$ cat config.mk
export PLATFORM = sky130hd
export DESIGN_NAME = serial_tx_arbiter
export DESIGN_NICKNAME = d
export VERILOG_FILES = /design/src/rtl/serial_tx_arbiter.sv
export SDC_FILE = /design/constraint.sdc
export NUM_CORES = 1
export LEC_CHECK = 0
export ABC_AREA = 1
export BUFFER_PORTS_ARGS = -buffer_cell sky130_fd_sc_hd__buf_2
export CAP_MARGIN = 20
export CORE_MARGIN = 2
export CORE_UTILIZATION = 49
export DETAILED_ROUTE_END_ITERATION = 8
export GPL_TIMING_DRIVEN = 0
export MAX_ROUTING_LAYER = met4
export PLACE_DENSITY_LB_ADDON = 0.2
export SLEW_MARGIN = 20
export SYNTH_ARGS = -nofsm -noshare
export SYNTH_HDL_FRONTEND = slang
export SYNTH_SLANG_ARGS = --single-unit
$ cat constraint.sdc
create_clock -name clk_ik -period 2.3 [get_ports clk_ik]
set_input_delay 0.115 -clock clk_ik [delete_from_list [all_inputs] [get_ports clk_ik]]
set_output_delay 0.115 -clock clk_ik [all_outputs]
set_load 0.02 [all_outputs]
$ cat src/rtl/serial_tx_arbiter.sv
// Round-robin arbiter feeding one serial_register transmit channel, with a busy-handshake timeout.
// Optional macro SERIAL_TX_ARB_PRIO0_EN makes requester 0 strict-priority.
module serial_tx_arbiter #(
    parameter int g_requesters  = 4,
    parameter int g_busyTimeout = 1024
) (
    input  logic                                clk_ik,
    input  logic                                rst_irn,
    input  logic [g_requesters-1:0]             req_ib,
    input  logic [g_requesters-1:0][31:0]       data_ib32,
    output logic [g_requesters-1:0]             ack_ob,
    output logic [31:0]                         data_ob32,
    output logic                                load_o,
    input  logic                                busy_i,
    output logic                                active_o,
    output logic [$clog2(g_requesters)-1:0]     grant_ob,
    output logic                                timeout_o,
    input  logic                                clear_i
);
    localparam int W  = $clog2(g_requesters);
    localparam int CW = $clog2(g_busyTimeout);

    typedef enum logic [1:0] {S_IDLE, S_LOAD, S_WAIT_BUSY, S_WAIT_DONE} state_t;

    state_t                  r_state;
    logic [W-1:0]            r_ptr;
    logic [31:0]             r_data;
    logic                    r_load;
    logic [g_requesters-1:0] r_ack;
    logic                    r_active;
    logic [W-1:0]            r_grant;
    logic                    r_timeout;
    logic [CW-1:0]           r_cnt;

    logic                    w_found;
    logic [W-1:0]            w_winner;
    logic                    w_prio;

    // Search starts just after the last round-robin winner and wraps.
    always_comb begin
        w_found  = 1'b0;
        w_winner = '0;
        w_prio   = 1'b0;
        for (int k = 1; k <= g_requesters; k++) begin
            logic [W-1:0] w_idx;
            w_idx = W'((int'(r_ptr) + k) % g_requesters);
            if (!w_found && req_ib[w_idx]) begin
                w_found  = 1'b1;
                w_winner = w_idx;
            end
        end
`ifdef SERIAL_TX_ARB_PRIO0_EN
        if (req_ib[0]) begin
            w_found  = 1'b1;
            w_winner = '0;
            w_prio   = 1'b1;
        end
`else
        w_prio = 1'b0;
`endif
    end

    always_ff @(posedge clk_ik or negedge rst_irn) begin
        if (!rst_irn) begin
            r_state   <= S_IDLE;
            r_ptr     <= W'(g_requesters - 1);
            r_data    <= '0;
            r_load    <= 1'b0;
            r_ack     <= '0;
            r_active  <= 1'b0;
            r_grant   <= '0;
            r_timeout <= 1'b0;
            r_cnt     <= '0;
        end else begin
            r_load <= 1'b0;
            r_ack  <= '0;
            if (clear_i) begin
                r_timeout <= 1'b0;
            end
            case (r_state)
                S_IDLE: begin
                    if (w_found) begin
                        r_data          <= data_ib32[w_winner];
                        r_grant         <= w_winner;
                        if (!w_prio) begin
                            r_ptr <= w_winner;
                        end
                        r_load          <= 1'b1;
                        r_ack[w_winner] <= 1'b1;
                        r_active        <= 1'b1;
                        r_state         <= S_LOAD;
                    end
                end
                S_LOAD: begin
                    r_cnt   <= '0;
                    r_state <= S_WAIT_BUSY;
                end
                S_WAIT_BUSY: begin
                    if (busy_i) begin
                        r_state <= S_WAIT_DONE;
                    end else begin
                        r_cnt <= r_cnt + CW'(1);
                        // Counter reaches g_busyTimeout-1 on this edge; set beats clear.
                        if (r_cnt == CW'(g_busyTimeout - 2)) begin
                            r_timeout <= 1'b1;
                            r_active  <= 1'b0;
                            r_state   <= S_IDLE;
                        end
                    end
                end
                S_WAIT_DONE: begin
                    if (!busy_i) begin
                        r_active <= 1'b0;
                        r_state  <= S_IDLE;
                    end
                end
                default: r_state <= S_IDLE;
            endcase
        end
    end

    assign ack_ob    = r_ack;
    assign data_ob32 = r_data;
    assign load_o    = r_load;
    assign active_o  = r_active;
    assign grant_ob  = r_grant;
    assign timeout_o = r_timeout;
endmodule

==> results of run 1 <==
==> per-layer routing <==
metal	global-route usage [%]	wire, µm	vias up
met2	44.4	5710	149
met4	7.98	193	0
met3	3.40	684	17
li1	-	-	2258
met5	-	0	-
met1	34.8	5220	2006
==> final timing paths <==
kind / slack (ns) / to / cells past startpoint / startpoint
worst min register to register: 0.49 / data_ob32[25] / 2 / data_ob32[25]
min in group asynchronous: 0.36 / data_ob32[4] / 2 / rst_irn
worst max register to register: 0.12 / data_ob32[14] / 14 / r_ptr[0]
max in group asynchronous: 1.46 / data_ob32[29] / 2 / rst_irn
worst min-delay path: 0.05 / data_ob32[19] / 3 / data_ib32[51]
worst max-delay path: 0.12 / data_ob32[14] / 14 / r_ptr[0]
==> power breakdown <==
part	total, mW	internal (mW)	switching [mW]	leakage (nW)
Combinational	7.32	2.63	4.69	2.55
Clock	0.570	0.226	0.343	0.0502
Sequential	1.62	1.40	0.221	0.695
Total	9.51	4.26	5.25	3.29
==> synth_stat cells <==
master | instances | area share, %
clkbuf_1 | 2 | 0.18
buf_2 | 12 | 1.5
nand3_4 | 1 | 0.43
inv_6 | 2 | 0.43
nand2_2 | 18 | 2.7
o31ai_1 | 1 | 0.18
buf_4 | 8 | 1.5
inv_1 | 102 | 9.3
o21ai_0 | 16 | 2.0
a31oi_1 | 1 | 0.15
inv_2 | 4 | 0.37
nand3_2 | 12 | 2.9
nor2_8 | 3 | 1.5
o211ai_2 | 9 | 2.7
dfstp_2 | 2 | 1.3
nor3_1 | 4 | 0.49
ha_1 | 7 | 2.1
nand2_1 | 212 | 19
o22ai_1 | 1 | 0.15
nor2_1 | 11 | 1.0
or2_2 | 1 | 0.15
nand2_4 | 2 | 0.55
nor3b_1 | 1 | 0.18
a31oi_2 | 1 | 0.30
xor2_1 | 1 | 0.21
buf_6 | 7 | 1.9
nand3_1 | 96 | 12
a21oi_1 | 2 | 0.24
o211ai_1 | 10 | 1.8
dfrtp_1 | 53 | 32
nand4_1 | 2 | 0.30
==> placed cells by master (no fill, tap or decap), types with 3 or more instances in the layout <==
master and count:
nor3_1 4, buf_4 12, nand2_2 18, dfrtp_1 53
nor2_8 3, buf_2 183, clkbuf_8 5, ha_1 7
nor2_1 10, o211ai_1 10, o21ai_0 16, nand2_1 211
o211ai_2 9, nand3_1 95, buf_6 9, nand3_2 12
nand2_4 3, inv_1 102, inv_2 4
==> critical path, cell delays in order, from the launching register on <==
cell and delay, ns:
dfstp_2 0.54, buf_6 0.14, inv_6 0.06, nand2_1 0.06
nand2_1 0.08, nand2_2 0.11, inv_1 0.05, a31oi_2 0.20
nand3_4 0.20, inv_6 0.16, buf_6 0.15, nand3_1 0.14
nand2_1 0.10, nand2_1 0.05, nand2_1 0.06
==> layout make-up <==
cell class,count,area [µm²],share of cell area [%]
plain buffers,29,234,4.40
inverters,108,415,7.81
clock buffers,5,68.8,1.29
clock inverters,3,28.8,0.541
repair buffers,182,933,17.6
well taps,105,131,2.47
flip-flops and latches,55,1380,25.9
multi-input cells,412,2130,40.0
==> timing repair <==
action / 4_1_cts / 5_1_grt
resized for setup: 0 / 19
buffers inserted: 0 / 4
setup endpoints to repair: 0 / 37
hold endpoints to repair: 54 / 0
hold buffers: 2 / 0
==> cell families after synthesis <==
logic type / count (synthesis) / share of synthesized area (%)
simple gates: 363 / 41.3
buf+inv: 137 / 15.2
flops: 55 / 33.6
compound gates: 41 / 7.56
fa+ha+maj: 7 / 2.13
xor+xnor: 1 / 0.213
==> state kept, by name, indices dropped and copies added, names as in the netlist <==
register / flops
timeout_o: 1
r_state: 2
r_cnt: 10
load_o: 1
grant_ob: 2
data_ob32: 32
r_ptr: 2
ack_ob: 4
active_o: 1
==> summary.txt, run 1 <==
Run status
  – Result of the run: complete, no violations

Drt
  – Via total after detailed routing: 4430
  – Total wire length after detailed routing: 11.8 mm
  – Number of detailed-routing iterations run before antenna repair: 4
  – Drt first-iter violations: 204
  – Drt wl/cell: 13.1 µm
  – Detailed-route DRC error count: 0
  – Post-detailed-route via-to-cell ratio: 4.93
  – Detail Route Antenna Nets: 0

Floorplan
  – Top Ports: 177
  – Core outline area: 0.00818 mm²
  – DIE HEIGHT: 95.5 µm
  – Area enclosed by the die boundary: 0.00912 mm²
  – Die X: 95.5 µm
  – Row Count: 33
  – Effective utilization at floorplan: 50.2%

Clocking
  – Buffer cell driving the clock tree root: clkbuf_8
  – Maximum count of clock buffers along a single path: 2
  – Total CTS buffers: 5
  – TritonCTS clock tree: yes
  – Number of clock sinks: 55
  – Number of levels in the clock H-tree: 2
  – Clock latency reported for the late side of the worst-skew pair: 0.31 ns
  – Reg clk slew, reported paths: 0.11 ns

Critical path
  – Crit start category: flip-flop
  – Category of the critical setup timing path: flip-flop to flip-flop
  – Worst-path fanout max: 10
  – Arr. time, crit path: 2.43 ns
  – Req. time, crit path: 2.56 ns
  – Setup crit end kind: flip-flop

Timing
  – Maximum clock skew at final layout: 0.00669 ns
  – Final number of max-transition violations: 0
  – Setup slack of the critical path after layout: 0.124 ns
  – Slew HR: 53.8%
  – Fmax: 460 MHz
  – Clock period minus worst slack: 2.18 ns
  – Final Setup Violations: 0
  – Tightest Pin Transition: 0.692 ns
  – Share of the clock period used by the worst path after layout: 94.6%
  – Final number of hold-violating endpoints: 0
  – Post-route worst hold slack: 0.0503 ns
  – Sum of negative setup slack: 0 ns

Pwr
  – Power consumption: 9.51 mW
  – PwrDens: 1790 mW/mm²
  – Leakage power figure: 3.29 nW
  – Peak ir drop on the vdd network: 1.09 mV

Final layout
  – Area growth, synth to finish: 29.5%
  – Number of diodes added for antenna fixing: 0
  – Fillers: 767
  – Share of layout cells above drive strength 1: 34.6%
  – Final design area excluding fillers: 0.00532 mm²
  – Layout Utilization: 65.0%
  – Post-layout nets: 936
  – Non-filler instance count after layout: 899

Placed design
  – Final GP Congestion: 0.981
  – Worst slack after detailed placement: 0.113 ns
  – Placed insts: 885
  – Placed wire-length estimate after detailed placement: 9.16 mm
  – IO buf count: 176
  – Area after detailed placement: 0.00512 mm²

Synthesis
  – Total of warnings raised by yosys: 0
  – Avg Cell Area, Syn: 6.79 µm²
  – Summed instance area of the synthesized netlist: 0.00410 mm²
  – Synthesized instance count: 604
  – Part of the Yosys area used for sequential elements: 33.6%
  – Distinct cell type count after synthesis: 31
  – Number of synthesized register bits: 55
  – Synth Net Count: 747

Job
  – Max Cap Violations: 0

GRT
  – Gr usage total: 26.9%
  – Remaining Overflow, GRT: 0
  – Global-route wire length before repair: 18.7 mm
  – Via count of the first global-routing pass: 4136
  – Maximum number of pins on one net before global-route repair: 56
  – Initial antenna violation count: 0

Worst hold path
  – Worst hold-check path type: input pin to flip-flop
Power figures use the tool's default switching activity.
==> inputs of run 2 (changes only) <==
- ABC_AREA: 1 -> default
- CORE_UTILIZATION: 49 -> 47
- HOLD_SLACK_MARGIN: default -> 0.06
- clock period: 2.3 -> 2.1 ns (I/O delays scaled with it)
==> run 2 against run 1 <==
  * Non-clock buffer count is 2 higher
  * Via count is 19% lower
  * Global-route usage is 2.7 points lower
  * Worst hold slack better by 0.042 ns
  * Combinational power is 47% lower
  * Setup slack worse by 0.066 ns
  * Count of clock-buffer cells in the layout is 1 higher
  * Synthesized cell count is 38% lower
  * Register-to-register slack worse by 0.07 ns
  * Routed wire length is 11% lower
  * Highest routed layer unchanged
==> summary.txt, run 2 <==
Placed design
  – IO buf count: 176 (unchanged)
  – Final GP Congestion: 0.845 (-14%)
  – Worst slack after detailed placement: 0.0107 ns (-0.102 ns)
  – Placed wire-length estimate after detailed placement: 7.69 mm (-16%)
  – Area after detailed placement: 0.00466 mm² (-9.0%)
  – Placed insts: 654 (-26%)

Timing
  – Clock period minus worst slack: 2.04 ns (-0.134 ns)
  – Share of the clock period used by the worst path after layout: 97.2% (+2.6 points)
  – Final Setup Violations: 0 (unchanged)
  – Sum of negative setup slack: 0 ns (unchanged)
  – Setup slack of the critical path after layout: 0.0584 ns (-0.0660 ns)
  – Tightest Pin Transition: 0.713 ns (+0.0206 ns)
  – Unrepaired setup endpoints after global routing: yes
  – Maximum clock skew at final layout: 0.00466 ns (-0.00203 ns)
  – Slew HR: 52.5% (-1.4 points)
  – Final number of max-transition violations: 0 (unchanged)
  – Final number of hold-violating endpoints: 0 (unchanged)
  – Fmax: 490 MHz (+6.6%)

Pwr
  – Proportion of power drawn by flip-flops and latches: 28.1% (+11 points)
  – Switching power: 2.79 mW (-47%)
  – Internal power: 3.44 mW (-19%)
  – Peak ir drop on the vdd network: 0.538 mV (-51%)
  – Combinational power share: 62.5% (-14 points)
  – Fraction of power spent switching nets: 44.8% (-10 points)
  – Share of power burned in the clock network: 9.4% (+3.4 points)
  – PwrDens: 1240 mW/mm² (-31%)
  – Leakage power figure: 2.59 nW (-21%)

Drt
  – Number of detailed-routing iterations run before antenna repair: 4 (unchanged)
  – Via total after detailed routing: 3574 (-19%)
  – Drt wl/cell: 15.7 µm (+19%)
  – Detail Route Antenna Nets: 0 (unchanged)
  – Detailed-route DRC error count: 0 (unchanged)
  – Total wire length after detailed routing: 10.5 mm (-11%)
  – Drt first-iter violations: 107 (-48%)
  – Post-detailed-route via-to-cell ratio: 5.33 (+8.1%)

Clocking
  – Number of levels in the clock H-tree: 2 (unchanged)
  – Maximum count of clock buffers along a single path: 2 (unchanged)
  – Buffer cell driving the clock tree root: clkbuf_8
  – Number of clock sinks: 55 (unchanged)
  – Clock latency reported for the late side of the worst-skew pair: 0.31 ns (about the same)
  – Reg clk slew, reported paths: 0.10 ns (about the same)
  – TritonCTS clock tree: yes
  – Total CTS buffers: 5 (unchanged)

Final layout
  – Post-layout nets: 711 (-24%)
  – Share of layout cells above drive strength 1: 47.5% (+13 points)
  – Final design area excluding fillers: 0.00502 mm² (-5.5%)
  – Area growth, synth to finish: 37.8%
  – Non-filler instance count after layout: 671 (-25%)
  – Number of diodes added for antenna fixing: 0 (unchanged)
  – Most common cell after layout, fill and taps aside: buf_2
  – Commonest non-fill, non-tap cells in the layout: buf_2 (183), dfrtp_1 (53), nand2_1 (45)
  – Flip-flop count of the largest register after layout: 32 (unchanged)

Floorplan
  – Area enclosed by the die boundary: 0.00848 mm² (-7.1%)
  – Die X: 92.1 µm (-3.6%)
  – Row Count: 32 (-3.0%)
  – Core outline area: 0.00761 mm² (-6.9%)
  – DIE HEIGHT: 92.1 µm (-3.6%)
  – Effective utilization at floorplan: 47.9% (-2.3 points)
  – Top Ports: 177 (unchanged)

GRT
  – Global-route wire length before repair: 16.1 mm (-14%)
  – Gr usage total: 24.2% (-2.7 points)
  – Via count of the first global-routing pass: 3287 (-21%)
  – Busiest layer in global routing: met2
  – Remaining Overflow, GRT: 0 (unchanged)
  – Met2 Track Usage GR: 38.9% (-5.5 points)
  – Maximum number of pins on one net before global-route repair: 56 (unchanged)
  – Met1 Usage GRT: 32.3% (-2.5 points)
  – Initial antenna violation count: 0 (unchanged)
  – GR met3 Demand/Resource: 3.94% (+0.54 points)

Critical path
  – Crit start category: flip-flop
  – Cell-by-cell listing of the critical path: buf_6 > mux2i_4 > a2bb2oi_4 > and2_4 > buf_12 > buf_12 > mux2i_1 > o211ai_2
  – Req. time, crit path: 2.29 ns (-0.27 ns)
  – Master of the slowest instance on the critical path: dfstp_2
  – Category of the critical setup timing path: flip-flop to flip-flop
  – Worst-path fanout max: 10 (unchanged)
  – Most frequent cell on the critical path: buf_12
  – Setup crit end kind: flip-flop
  – Maximum single-stage delay on the critical path: 0.54 ns (about the same)
  – Arr. time, crit path: 2.24 ns (-0.19 ns)

Synthesis
  – Summed instance area of the synthesized netlist: 0.00364 mm² (-11%)
  – Top post-synthesis cells by area: dfrtp_1 (36%), o211ai_2 (10%), mux2i_1 (9.1%)
  – Most numerous cell types in the synthesized netlist: dfrtp_1 (53), nand2_1 (45), and3_1 (34)
  – Share of Yosys cell area claimed by the top area cell type: 36.4% (+4.1 points)
  – Avg Cell Area, Syn: 9.69 µm² (+43%)
  – Distinct cell type count after synthesis: 46 (+48%)
  – Part of the Yosys area used for sequential elements: 37.8% (+4.2 points)
  – Synth Net Count: 519 (-31%)
  – Post-synth EDFFs: 0 (unchanged)
  – Primary FF master, synth: dfrtp_1
  – Most frequent cell after synthesis: dfrtp_1
  – Total of warnings raised by yosys: 0 (unchanged)
  – Synth async-reset ratio: 100% (unchanged)
  – Synthesized instance count: 376 (-38%)
  – Cell taking the most area after synthesis: dfrtp_1
  – Number of synthesized register bits: 55 (unchanged)

Job
  – Max Cap Violations: 0 (unchanged)

Run status
  – Result of the run: complete, no violations

Worst hold path
  – Worst hold-check path type: input pin to flip-flop
==> run 2: path summary, 6_finish.rpt <==
kind | start | to | slack (ns) | cells after the start
max | r_ptr[1] | data_ob32[13] | 0.06 | 8
min | data_ib32[51] | data_ob32[19] | 0.09 | 3
max reg2reg | r_ptr[1] | data_ob32[13] | 0.06 | 8
min reg2reg | data_ob32[18] | data_ob32[18] | 0.49 | 2
max in group asynchronous | rst_irn | data_ob32[27] | 1.24 | 2
min in group asynchronous | rst_irn | r_cnt[1] | 0.37 | 2
==> run 2: what timing repair did <==
item | 4_1_cts | 5_1_grt
pin swaps | 0 | 2
gates cloned | 0 | 3
endpoints found under the setup margin | 1 | 35
gates resized for setup | 1 | 44
hold endpoints to repair | 54 | 0
buffers inserted | 0 | 4
hold buffers | 2 | 0
==> run 2: critical path: cells and delay by family, from the launching register on <==
| kind | cells | cell delay (ns) |
|---|---|---|
| muxes | 2 | 0.48 |
| DFF | 1 | 0.54 |
| AOI/OAI and AO/OA | 2 | 0.30 |
| buffers and inverters | 3 | 0.41 |
| and+or+nand+nor | 1 | 0.18 |
==> run 2: cells by family (layout without fill, tap and decap cells) <==
| family | after synthesis | count (layout) | synth area share, % |
|---|---|---|---|
| DFF | 55 | 55 | 37.8 |
| and+or+nand+nor | 112 | 112 | 15.8 |
| AOI/OAI and AO/OA | 130 | 130 | 28.1 |
| xor gates and xnor gates | 3 | 3 | 0.721 |
| adders and majority gates | 7 | 7 | 2.40 |
| muxes | 33 | 33 | 9.06 |
| buffers and inverters | 36 | 229 | 6.14 |
==> run 2: layout make-up <==
class / count / area, µm²
inverters: 8 / 30.0
plain buffers: 28 / 223
clock inverters: 2 / 12.5
clock buffers: 6 / 72.6
multi-input cells: 285 / 2180
fillers: 664 / 2580
flip-flops and latches: 55 / 1380
well taps: 102 / 128
repair buffers: 185 / 1000
==> run 2: per-layer routing <==
layer  vias to the layer above  wire, µm
met1                      1671      4360
met4                         0       191
met2                       143      5240
met5                         -         0
met3                        16       716
li1                       1744         -
==> run 2: power groups by stage <==
stage	Combinational, mW	Clock (mW)	Sequential (mW)
after floorplan	2.08	0	2.17
after global placement	3.43	0	1.75
after detailed placement	3.52	0	1.76
after CTS	3.52	0.595	1.74
after global routing	4.22	0.646	1.81
final	3.89	0.587	1.75
==> run 2: per-stage QoR <==
stage / power [mW] / utilization, % / hold WS (ns)
final: 6.23 / 66.0 / 0.0921
after global routing: 6.68 / 66.0 / 0.0960
after CTS: 5.86 / 62.6 / 0.0877
after detailed placement: 5.28 / 61.2 / 0.208
after global placement: 5.18 / 61.2 / 0.294
after floorplan: 4.25 / - / -0.191
==> inputs of run 3 (changes only) <==
- ABC_AREA: default -> 1
- BUFFER_PORTS_ARGS: -buffer_cell sky130_fd_sc_hd__buf_2 -> -buffer_cell sky130_fd_sc_hd__clkbuf_2
- CORE_UTILIZATION: 47 -> 49
==> run 3 against run 2 <==
  * The flow now finishes with violations (setup timing)
  * Non-clock buffer count grew 17
  * Die area up 7.6%
  * Global-route usage rose by 3.9 points
  * Count of clock-buffer cells in the layout decreased by 1
  * Worst hold slack worse by 0.029 ns
  * Power increased by 93%
  * Utilization increased by 4.4 points
  * Combinational power increased by 150%
  * Critical path depth up 6
  * Clock skew up 0.0033 ns
  * Largest cell class unchanged
  * Highest routed layer unchanged
==> summary.txt, run 3 (synthesis gave the netlist of run 1 again) <==
Run status
  – Result of the run: complete, but fails checks
  – Violations in the final reports: setup timing

Drt
  – Total wire length after detailed routing: 13.0 mm (+24%)
  – Number of detailed-routing iterations run before antenna repair: 5 (+1)
  – Drt first-iter violations: 242 (+130%)
  – Via total after detailed routing: 4729 (+32%)
  – Detailed-route DRC error count: 0 (unchanged)
  – Detail Route Antenna Nets: 0 (unchanged)
  – Post-detailed-route via-to-cell ratio: 5.16 (-3.1%)
  – Drt wl/cell: 14.2 µm (-9.1%)

GRT
  – Via count of the first global-routing pass: 4290 (+31%)
  – Maximum number of pins on one net before global-route repair: 56 (unchanged)
  – Gr usage total: 28.0% (+3.9 points)
  – Remaining Overflow, GRT: 0 (unchanged)
  – Global-route wire length before repair: 19.5 mm (+21%)
  – Initial antenna violation count: 0 (unchanged)

Placed design
  – IO buf count: 176 (unchanged)
  – Final GP Congestion: 0.972 (+15%)
  – Placed insts: 885 (+35%)
  – Placed wire-length estimate after detailed placement: 9.39 mm (+22%)

Floorplan
  – Effective utilization at floorplan: 50.2% (+2.3 points)
  – Core outline area: 0.00818 mm² (+7.5%)
  – Area enclosed by the die boundary: 0.00912 mm² (+7.6%)
  – Die X: 95.5 µm (+3.8%)
  – DIE HEIGHT: 95.5 µm (+3.8%)
  – Top Ports: 177 (unchanged)
  – Row Count: 33 (+3.1%)

Pwr
  – Proportion of power drawn by flip-flops and latches: 15.0% (-13 points)
  – Internal power: 5.69 mW (+66%)
  – Fraction of power spent switching nets: 52.7% (+7.8 points)
  – PwrDens: 2090 mW/mm² (+68%)
  – Power consumption: 12.0 mW (+93%)
  – Switching power: 6.33 mW (+130%)
  – Peak ir drop on the vdd network: 1.28 mV (+140%)
  – Share of power burned in the clock network: 4.7% (-4.7 points)
  – Combinational power share: 80.3% (+18 points)
  – Leakage power figure: 3.50 nW (+35%)

Timing
  – Clock period minus worst slack: 2.17 ns (+0.133 ns)
  – Final number of hold-violating endpoints: 0 (unchanged)
  – Unrepaired setup endpoints after global routing: yes
  – Share of the clock period used by the worst path after layout: 104% (+6.3 points)
  – Fmax: 460 MHz (-6.1%)
  – Maximum clock skew at final layout: 0.00792 ns (+0.00326 ns)
  – Final number of max-transition violations: 0 (unchanged)
  – Tightest Pin Transition: 0.775 ns (+0.0623 ns)
  – Slew HR: 48.3% (-4.2 points)
  – Final Setup Violations: 32 (+32)
  – Setup slack of the critical path after layout: -0.0747 ns (-0.133 ns)

Critical path
  – Req. time, crit path: 2.30 ns (about the same)
  – Launch point of the worst path: r_ptr[0]
  – Depth of the worst register-to-register path: 14 (+6)
  – Setup crit end kind: flip-flop
  – Worst-path fanout max: 10 (unchanged)
  – Crit start category: flip-flop
  – Startpoint of the worst-slack reg-to-reg timing path: r_ptr[0]
  – Category of the critical setup timing path: flip-flop to flip-flop
  – Arr. time, crit path: 2.37 ns (+0.13 ns)

Final layout
  – Area growth, synth to finish: 40.4%
  – Share of layout cells above drive strength 1: 37.7% (-9.7 points)
  – Flip-flop count of the largest register after layout: 32 (unchanged)
  – Non-filler instance count after layout: 916 (+37%)
  – Post-layout nets: 955 (+34%)
  – Number of diodes added for antenna fixing: 0 (unchanged)
  – Commonest non-fill, non-tap cells in the layout: nand2_1 (199), clkbuf_2 (177), inv_1 (101)
  – Most common cell after layout, fill and taps aside: nand2_1

Clocking
  – Reg clk slew, reported paths: 0.10 ns (about the same)
  – Number of levels in the clock H-tree: 2 (unchanged)
  – TritonCTS clock tree: yes
  – Maximum count of clock buffers along a single path: 2 (unchanged)
  – Total CTS buffers: 5 (unchanged)
  – Clock latency reported for the late side of the worst-skew pair: 0.31 ns (about the same)
  – Buffer cell driving the clock tree root: clkbuf_8
  – Number of clock sinks: 55 (unchanged)

Worst hold path
  – Origin of the worst min-delay path: data_ib32[63]
  – Number of cells on the worst hold path: 3 (unchanged)
  – Worst hold-check path type: input pin to flip-flop

Job
  – Max Cap Violations: 0 (unchanged)
[run 3: cell count changes in the layout (fill, tap and decap cells not counted), sizes merged, moves of 34 or more]
cell | previous run | this run
and3 | 34 | 0
buf | 199 | 35
clkbuf | 18 | 189
inv | 8 | 108
nand2 | 47 | 232
nand3 | 2 | 109
[run 3: critical path, cell delays in order (launching register included)]
cell and delay (ns):
dfstp_2 0.57, buf_6 0.14, inv_8 0.06, nand2_2 0.07
nand2_4 0.06, nand2_2 0.07, nand2_2 0.08, nand2_2 0.10
nand2_2 0.07, nand2_2 0.09, nand3_4 0.11, clkbuf_16 0.18
buf_4 0.19, o211ai_2 0.17, nand3_2 0.08
[run 3: metal layers]
| layer | track usage (%) | vias to the layer above | routed length (µm) |
|---|---|---|---|
| met3 | 3.79 | 42 | 924 |
| met2 | 48.0 | 200 | 6420 |
| met4 | 10.2 | 0 | 398 |
| met5 | - | - | 0 |
| met1 | 33.9 | 2185 | 5300 |
| li1 | - | 2302 | - |
[run 3: what timing repair did]
item / 4_1_cts / 5_1_grt
endpoints found under the setup margin: 39 / 44
endpoints found under the hold margin: 62 / 1
buffers inserted: 6 / 3
hold buffers: 10 / 1
gates resized for setup: 23 / 50
cloned: 1 / 4
pin swaps: 2 / 15
[run 3: per-stage QoR]
step	instance area, µm²	hold WS, ns	setup TNS [ns]	util (%)	setup WS (ns)
finish	5760	0.0627	-1.34	70.5	-0.0747
global route	5760	0.0647	-4.08	70.5	-0.164
CTS	5440	0.0608	-0.168	66.6	-0.0340
detailed placement	5120	0.251	-2.44	62.6	-0.107
global placement	5120	0.289	-0.534	62.6	-0.0497
floorplan	4100	-0.191	0	-	0.166
[run 3: layout make-up]
type / instances / area (µm²)
sequential: 55 / 1380
multi-input combinational: 412 / 2260
clock inverter: 1 / 7.51
buffer: 29 / 299
fill: 685 / 2410
clock buffer: 5 / 68.8
timing repair buffer: 201 / 1190
tap: 105 / 131
inverter: 108 / 420
[run 3: path summary, 6_finish.rpt]
path / end / slack, ns
min in group asynchronous: data_ob32[2] / 0.40
max in group asynchronous: data_ob32[14] / 1.16
worst min-delay path: data_ob32[31] / 0.06
worst min register to register: data_ob32[21] / 0.49
worst max register to register: data_ob32[18] / -0.07
worst max-delay path: data_ob32[18] / -0.07
[run 3: power groups by stage]
stage / Combinational [mW] / Clock, mW / Sequential, mW
5_1_grt: 10.5 / 0.628 / 1.84
6_report: 9.65 / 0.570 / 1.80
4_1_cts: 8.35 / 0.576 / 1.80
3_3_place_gp: 7.51 / 0 / 1.79
2_1_floorplan: 5.29 / 0 / 2.20
3_5_place_dp: 7.71 / 0 / 1.82
